<file path="config.mk">
export PLATFORM = sky130hd
export DESIGN_NAME = switch_reader_flat
export DESIGN_NICKNAME = d
export VERILOG_FILES = /design/src/rtl/switch_reader_if.sv /design/src/rtl/switch_reader.sv /design/src/flat_wrapper.sv
export SDC_FILE = /design/constraint.sdc
export NUM_CORES = 1
export LEC_CHECK = 0
export ABC_CLOCK_PERIOD_IN_PS = 4290
export CAP_MARGIN = 10
export CORE_ASPECT_RATIO = 1.1
export CORE_MARGIN = 2
export CORE_UTILIZATION = 50
export CTS_CLUSTER_DIAMETER = 80
export DETAILED_ROUTE_END_ITERATION = 7
export PLACE_DENSITY = 0.74
export SYNTH_ARGS = -nofsm -noshare
export SYNTH_HDL_FRONTEND = slang
export SYNTH_SLANG_ARGS = --single-unit
export TNS_END_PERCENT = 1
</file>
<file path="constraint.sdc">
create_clock -name clk -period 4.29 [get_ports clk]
set_clock_uncertainty 0.1 [all_clocks]
set_input_delay 0.858 -clock clk [delete_from_list [all_inputs] [get_ports clk]]
set_output_delay 0.858 -clock clk [all_outputs]
set_load 0.1 [all_outputs]
</file>
<file path="src/rtl/switch_reader_if.sv">
// -----------------------------------------------------------------------------
// switch_reader_if
// Bus bundle between the CPU/memorio side and the switch read peripheral.
//
// Signals:
//   swread    IOread strobe from CPU/memorio
//   sw        chip select for the switch port
//   swaddr    low 2 address bits (sub-address)
//   swin      raw, asynchronous board switches (24 bits)
//   swrdata   registered read data returned to the CPU
//   swchanged sticky "stable value updated" flag
//
// Modports:
//   master  CPU / board side: drives strobe, select, address and switches
//   slave   the peripheral: drives read data and the changed flag
// -----------------------------------------------------------------------------
interface switch_reader_if;
    logic        swread;
    logic        sw;
    logic [1:0]  swaddr;
    logic [23:0] swin;
    logic [15:0] swrdata;
    logic        swchanged;

    modport master (
        output swread,
        output sw,
        output swaddr,
        output swin,
        input  swrdata,
        input  swchanged
    );

    modport slave (
        input  swread,
        input  sw,
        input  swaddr,
        input  swin,
        output swrdata,
        output swchanged
    );
endinterface

</file>
<file path="src/rtl/switch_reader.sv">
// -----------------------------------------------------------------------------
// switch_reader
// CPU read side of the board I/O path. The 24 raw switches are passed through a
// two-flop synchroniser, then debounced with a single counter shared by all
// bits: the synchronised word must stay unchanged for DEBOUNCE_CYCLES cycles
// before it is copied into the stable register. Software reads the stable value
// through the same 2-bit sub-address scheme as the LED port and can poll a
// sticky flag that is set whenever the stable value changes.
//
// Sub-addresses (read when sw && swread at a clock edge):
//   00  stable[15:0]
//   10  {8'h00, stable[23:16]}
//   01  {15'b0, swchanged}, clears the flag (a same-edge set still wins)
//   11  16'h0000
//
// Ports:
//   clk  system clock
//   rst  synchronous, active-high reset
//   bus  switch_reader_if.slave (swread, sw, swaddr, swin in;
//        swrdata, swchanged out, both registered)
// -----------------------------------------------------------------------------
module switch_reader #(
    parameter int DEBOUNCE_CYCLES = 1000000,
    parameter int CNT_W           = $clog2(DEBOUNCE_CYCLES)
) (
    input  logic              clk,
    input  logic              rst,
    switch_reader_if.slave    bus
);

    // Terminal count: the counter saturates here and the candidate is accepted.
    localparam logic [CNT_W-1:0] CNT_MAX = CNT_W'(DEBOUNCE_CYCLES - 1);

    logic [23:0]      sync1_r;
    logic [23:0]      sync2_r;
    logic [23:0]      cand_r;
    logic [CNT_W-1:0] cnt_r;
    logic [23:0]      stable_r;
    logic [15:0]      swrdata_r;
    logic             swchanged_r;

    logic [23:0]      cand_s;
    logic [CNT_W-1:0] cnt_s;
    logic [23:0]      stable_s;
    logic             set_flag_s;
    logic             rd_en_s;
    logic             clr_flag_s;
    logic [15:0]      swrdata_s;
    logic             swchanged_s;

    // Two-flop synchroniser for the raw asynchronous switches.
    always_ff @(posedge clk) begin
        if (rst) begin
            sync1_r <= 24'h000000;
            sync2_r <= 24'h000000;
        end else begin
            sync1_r <= bus.swin;
            sync2_r <= sync1_r;
        end
    end

    // Debounce next-state: any bit change restarts the shared count; once the
    // count saturates a differing candidate is promoted to the stable value.
    always_comb begin
        cand_s     = cand_r;
        cnt_s      = cnt_r;
        stable_s   = stable_r;
        set_flag_s = 1'b0;
        if (sync2_r != cand_r) begin
            cand_s = sync2_r;
            cnt_s  = {CNT_W{1'b0}};
        end else if (cnt_r < CNT_MAX) begin
            cnt_s = cnt_r + CNT_W'(1);
        end else begin
            if (stable_r != cand_r) begin
                stable_s   = cand_r;
                set_flag_s = 1'b1;
            end else begin
                stable_s   = stable_r;
                set_flag_s = 1'b0;
            end
        end
    end

    // Read decode: select read data and detect a flag-clearing read.
    always_comb begin
        rd_en_s    = bus.sw && bus.swread;
        swrdata_s  = swrdata_r;
        clr_flag_s = 1'b0;
        if (rd_en_s) begin
            case (bus.swaddr)
                2'b00: swrdata_s = stable_r[15:0];
                2'b10: swrdata_s = {8'h00, stable_r[23:16]};
                2'b01: begin
                    // Returns the flag as it was before this edge.
                    swrdata_s  = {15'b0, swchanged_r};
                    clr_flag_s = 1'b1;
                end
                2'b11:   swrdata_s = 16'h0000;
                default: swrdata_s = 16'h0000;
            endcase
        end else begin
            swrdata_s = swrdata_r;
        end
    end

    // Sticky flag next-state: a set on the same edge as a clear wins so no
    // change event is lost.
    always_comb begin
        swchanged_s = swchanged_r;
        if (set_flag_s) begin
            swchanged_s = 1'b1;
        end else if (clr_flag_s) begin
            swchanged_s = 1'b0;
        end else begin
            swchanged_s = swchanged_r;
        end
    end

    // Debounce state, stable value and CPU-visible output registers.
    always_ff @(posedge clk) begin
        if (rst) begin
            cand_r      <= 24'h000000;
            cnt_r       <= {CNT_W{1'b0}};
            stable_r    <= 24'h000000;
            swrdata_r   <= 16'h0000;
            swchanged_r <= 1'b0;
        end else begin
            cand_r      <= cand_s;
            cnt_r       <= cnt_s;
            stable_r    <= stable_s;
            swrdata_r   <= swrdata_s;
            swchanged_r <= swchanged_s;
        end
    end

    assign bus.swrdata   = swrdata_r;
    assign bus.swchanged = swchanged_r;

endmodule

</file>
<file path="src/flat_wrapper.sv">
// flat-port wrapper written by rule: the top's interface ports become plain ports
module switch_reader_flat 
#(
    parameter int DEBOUNCE_CYCLES = 1000000,
    parameter int CNT_W           = $clog2(DEBOUNCE_CYCLES)
)
  (clk, rst, bus_swread, bus_sw, bus_swaddr, bus_swin, bus_swrdata, bus_swchanged);
  switch_reader_if bus_i ();
  input  logic clk;
  input  logic rst;
  input wire logic [$bits(bus_i.swread)-1:0] bus_swread;
  input wire logic [$bits(bus_i.sw)-1:0] bus_sw;
  input wire logic [$bits(bus_i.swaddr)-1:0] bus_swaddr;
  input wire logic [$bits(bus_i.swin)-1:0] bus_swin;
  output wire logic [$bits(bus_i.swrdata)-1:0] bus_swrdata;
  output wire logic [$bits(bus_i.swchanged)-1:0] bus_swchanged;
  assign bus_i.swread = bus_swread;
  assign bus_i.sw = bus_sw;
  assign bus_i.swaddr = bus_swaddr;
  assign bus_i.swin = bus_swin;
  assign bus_swrdata = bus_i.swrdata;
  assign bus_swchanged = bus_i.swchanged;
  switch_reader #(.DEBOUNCE_CYCLES(DEBOUNCE_CYCLES), .CNT_W(CNT_W)) u_core (.clk(clk), .rst(rst), .bus(bus_i));
endmodule
</file>
# After elaboration in Yosys (flattened, before gate mapping)
# Index checks and enable logic that the tools add are counted.
dict set report word_totals {
  ff_bits 133
  latch_bits 0
  mem_bits_rw 0
  romBits 0
  out_inout_bits 17
  mem_count 0
}
dict set report op_classes {
  n_addsub 1
  mul 0
  div_mod_pow 0
  n_lt_le_gt_ge 1
  n_eq_ne 5
  shift 0
  muxes 8
  bitwise_logic 2
  n_reduce_logical 5
}
# operator n
set op_table {}
lappend op_table {{one-hot mux 16 bit (4 select lines)} 1}
lappend op_table {{inequality test 24 bit} 2}
lappend op_table {{adder 20 x 1 -> 20 bit (second input constant)} 1}
lappend op_table {{< comparator 20 bit (second input constant)} 1}
lappend op_table {{two-way mux 1 bit} 7}
lappend op_table {{equality test 2 bit (second input constant)} 2}
lappend op_table {{AND reduction 3 bit} 1}
lappend op_table {{equality test 2 x 1 -> 1 bit (second input constant)} 1}
lappend op_table {{zero test 2 bit} 1}
lappend op_table {{NOT 1 bit} 2}
lappend op_table {{nonzero test 2 bit} 1}
lappend op_table {{OR reduction 2 bit} 1}
lappend op_table {{logical AND 1 bit} 1}

# Logic depth before layout (Yosys ltp)
dict set report logic_depth {
  ltp_word 5
  depth_mapped 9
}

# Worst setup path after synthesis
# Ideal clock, no wire load.
dict set report synth_timing {
  path_type {input-to-reg}
  startpoint {in rst}
  endpoint {reg u_core.swrdata_r[14] (netlist: u_core.bus.swrdata[14])}
  setup_time_ps 128
  arrival_ps 1743
  setup_slack_ps 2320
  cell_stages 4
  n_path_buf 3
  cell_sequence {clkbuf_1 clkbuf_1 clkbuf_1 nor2_1}
}
# item line
set synth_lines {}
lappend synth_lines {{from (decl)} flat_wrapper.sv:10} ;# input logic rst;
lappend synth_lines {{to (signal assigned)} switch_reader.sv:132} ;# swrdata_r <= swrdata_s;
lappend synth_lines {{to (decl)} switch_reader.sv:39} ;# logic [15:0] swrdata_r;
# No word-level cell between the ends.

# Final worst setup path
dict set report layout_timing {
  startpoint {reg u_core.swchanged_r (netlist: u_core.bus.swchanged)}
  endpoint {out bus_swchanged}
}
# item line
set layout_lines {}
lappend layout_lines {{from (decl)} switch_reader.sv:40} ;# logic swchanged_r;
lappend layout_lines {{from (signal assigned)} switch_reader.sv:133} ;# swchanged_r <= swchanged_s;
lappend layout_lines {{to (decl)} flat_wrapper.sv:16} ;# output wire logic [$bits(bus_i.swchanged)-1:0] bus_swchanged;
# No word-level cell between the ends.

==> results_dict.tcl <==
set metrics [dict create \
    area_growth_pct 20.69 \
    finalSetupTns_ns 0 \
    period_share 0.6930 \
    cts_resized 0 \
    wl_per_cell_um 13.43 \
    root_buffer "clkbuf_8" \
    cellPowerDensity_mw_per_mm2 447.8 \
    post-cts-setup-buffer-count 0 \
    setup_violations 0 \
    vias_per_cell 5.103 \
    syn_inst 497 \
    tritoncts.num_buffers 17 \
    fp-row-count 38 \
    crit_type "reg -> out" \
    max_freq_mhz 336.4 \
    pre_cts_slack_ns 1.428 \
    drv_slew 0 \
    hold-worst-slack_ns 0.3325 \
    status "completed" \
    clk_pin_slew_ns 0.06 \
    yosys-top-cells-area "dfxtp_1, nor2b_1, xor2_1" \
    setup_slack_ns 1.317 \
    cts_tree "done" \
    synth_top_cell_area_share 0.5173 \
    synth.avg_cell_area_sq_um 10.36 \
    cts_max_path_buffers 2 \
    cts_max_level 4 \
    postCtsHoldBufs 0 \
    fin_area_sq_mm 0.006212 \
    crit_chain "clkdlybuf4s50_1" \
    synthMostInstantiatedCell "dfxtp_1" \
    portBuffers 46 \
    gp_congestion 0.8101 \
    grt_overflow_total 0 \
    max_slew_margin 0.3536 \
    ir_drop_mv 0.2883 \
    dp_cells 640 \
    ys.flop_type "dfxtp_1" \
    start_kind "register" \
    grt_max_degree 82 \
    drtIter0Drc 137 \
    finalWirelength_mm 9.025 \
    yosysUniqueCellTypes 37 \
    synthTopCellsByCount "dfxtp_1, nor2b_1, xor2_1" \
    syn_area_sq_mm 0.005147 \
    ys_seq_elements 133 \
    synth-edff-count 0 \
    clock_latency_ns 0.52 \
    async_flop_share 0 \
    cp.buffers_inverters 1 \
    synth_nets 528 \
    routed-via-count 3429 \
    fp.coreArea_sq_mm 0.009937 \
    die_w_um 100.7 \
    period_needed_ns 2.973 \
    cp_slowest_cell "clkdlybuf4s50_1" \
    start_util 0.5180 \
    worstMarginPinSlew_ns 0.9666 \
    grt_pass1_vias 3423 \
    die_h_um 110.4 \
    layout.core_utilization 0.6252 \
    required_ns 3.33 \
    yosys.area.top_type "dfxtp_1" \
    maxCapViolCount 0 \
    postRouteAntennaNets 0 \
    diodes 0 \
    drt_pass1_iterations 6 \
    total_power_mw 2.782 \
    n_fill_cell 815 \
    yosys_warnings 0 \
    path_delay_family "buffers and inverters" \
    placed_cell_area_sq_mm 0.005635 \
    dieArea_sq_mm 0.01112 \
    cp.arrival_ns 2.01 \
    drive_gt1_frac 0.07609 \
    dp.final_hpwl_mm 6.214 \
    rsz0062_at_grt "false" \
    path_max_fanout 3 \
    antenna_found_initial 0 \
    stdcell_count 672 \
    hold_viol_final 0 \
    grt_usage 0.1777 \
    synth-seq-area-share 0.5173 \
    clock_sinks 133 \
    cp-end-kind "output port" \
    ioPinCount 47 \
    leakage_nw 2.379 \
    hp-class "reg -> reg" \
    slowest_delay_ns 1.14 \
    grt_pass1_wl_mm 15.64 \
    drc 0 \
    nNetsFinal 570 \
]
-- power breakdown --
group | total [mW] | switching, mW | internal [mW]
logic | 0.112 | 0.0496 | 0.0624
clock network | 1.39 | 0.542 | 0.849
registers | 1.28 | 0.0159 | 1.26
-- registers in the layout, summed over array words and instances, names as in the netlist --
signal / flops
u_core.stable_r: 24
u_core.bus.swrdata: 16
u_core.bus.swchanged: 1
u_core.cnt_r: 20
u_core.sync1_r: 24
u_core.sync2_r: 24
u_core.cand_r: 24
-- layer usage --
metal,vias to the layer above,track usage,wire (um)
met5,-,0,0
met4,0,0.06849,141
met3,10,0.06013,439
met2,78,0.2738,4085
met1,1598,0.2286,4359
li1,1743,-,-
-- area by class of cell --
type | count | area [sq um] | share of cell area
inverters | 1 | 3.754 | 0.0006042
multi-input cells | 338 | 2346 | 0.3776
flip-flops and latches | 133 | 2663 | 0.4286
repair buffers | 48 | 473.0 | 0.07613
clock buffers | 19 | 431.7 | 0.06949
clock inverters | 13 | 145.1 | 0.02336
well taps | 120 | 150.1 | 0.02417
-- cells in the final DEF (no fill, tap or decap), types with 2 or more instances in the layout --
cell             netlist  layout
inv_6                  0       5
nand4_1                7       7
o211ai_1               5       5
xor2_1                47      47
nand3_1                3       3
and4_1                 4       4
clkbuf_16              0      16
dfxtp_1              133     133
or2b_1                 3       3
clkdlybuf4s50_1        0      45
and3_1                 5       5
nor3_1                 5       5
nand2_1                7       7
a22oi_1               15      15
nor2_1                39      39
o21ai_1                4       4
nand2b_1              46      46
xnor2_1               18      18
mux2i_1               25      25
clkbuf_8               0       2
nor2b_1               72      72
mux2_2                 7       7
clkinv_2               0       2
buf_4                  0       3
bufinv_16              0       2
nor4_1                 8       8
o2111ai_1              4       4
a21oi_1                3       3
clkinvlp_4             0       3
-- cell families (layout without fill, tap and decap cells) --
logic type               count (synthesis)  count (layout)  share of synthesized area
AO/OA/AOI/OAI                           39              39                    0.05542
XOR/XNOR                                65              65                     0.1106
adder cells (fa/ha/maj)                  1               1                   0.002430
buffers and inverters                   26              81                    0.02698
flip-flops                             133             133                     0.5173
multiplexers                            32              32                    0.06393
AND/OR/NAND/NOR                        201             201                     0.2234
-- final timing paths --
check | start | endpoint | slack [ns] | depth (start not counted)
max | u_core.bus.swchanged | bus_swchanged | 1.32 | 1
min | u_core.sync1_r[7] | u_core.sync2_r[7] | 0.33 | 1
max reg2reg | u_core.cnt_r[0] | u_core.stable_r[20] | 1.49 | 8
min reg2reg | u_core.sync1_r[7] | u_core.sync2_r[7] | 0.33 | 1
Power figures use the tool's default switching activity.
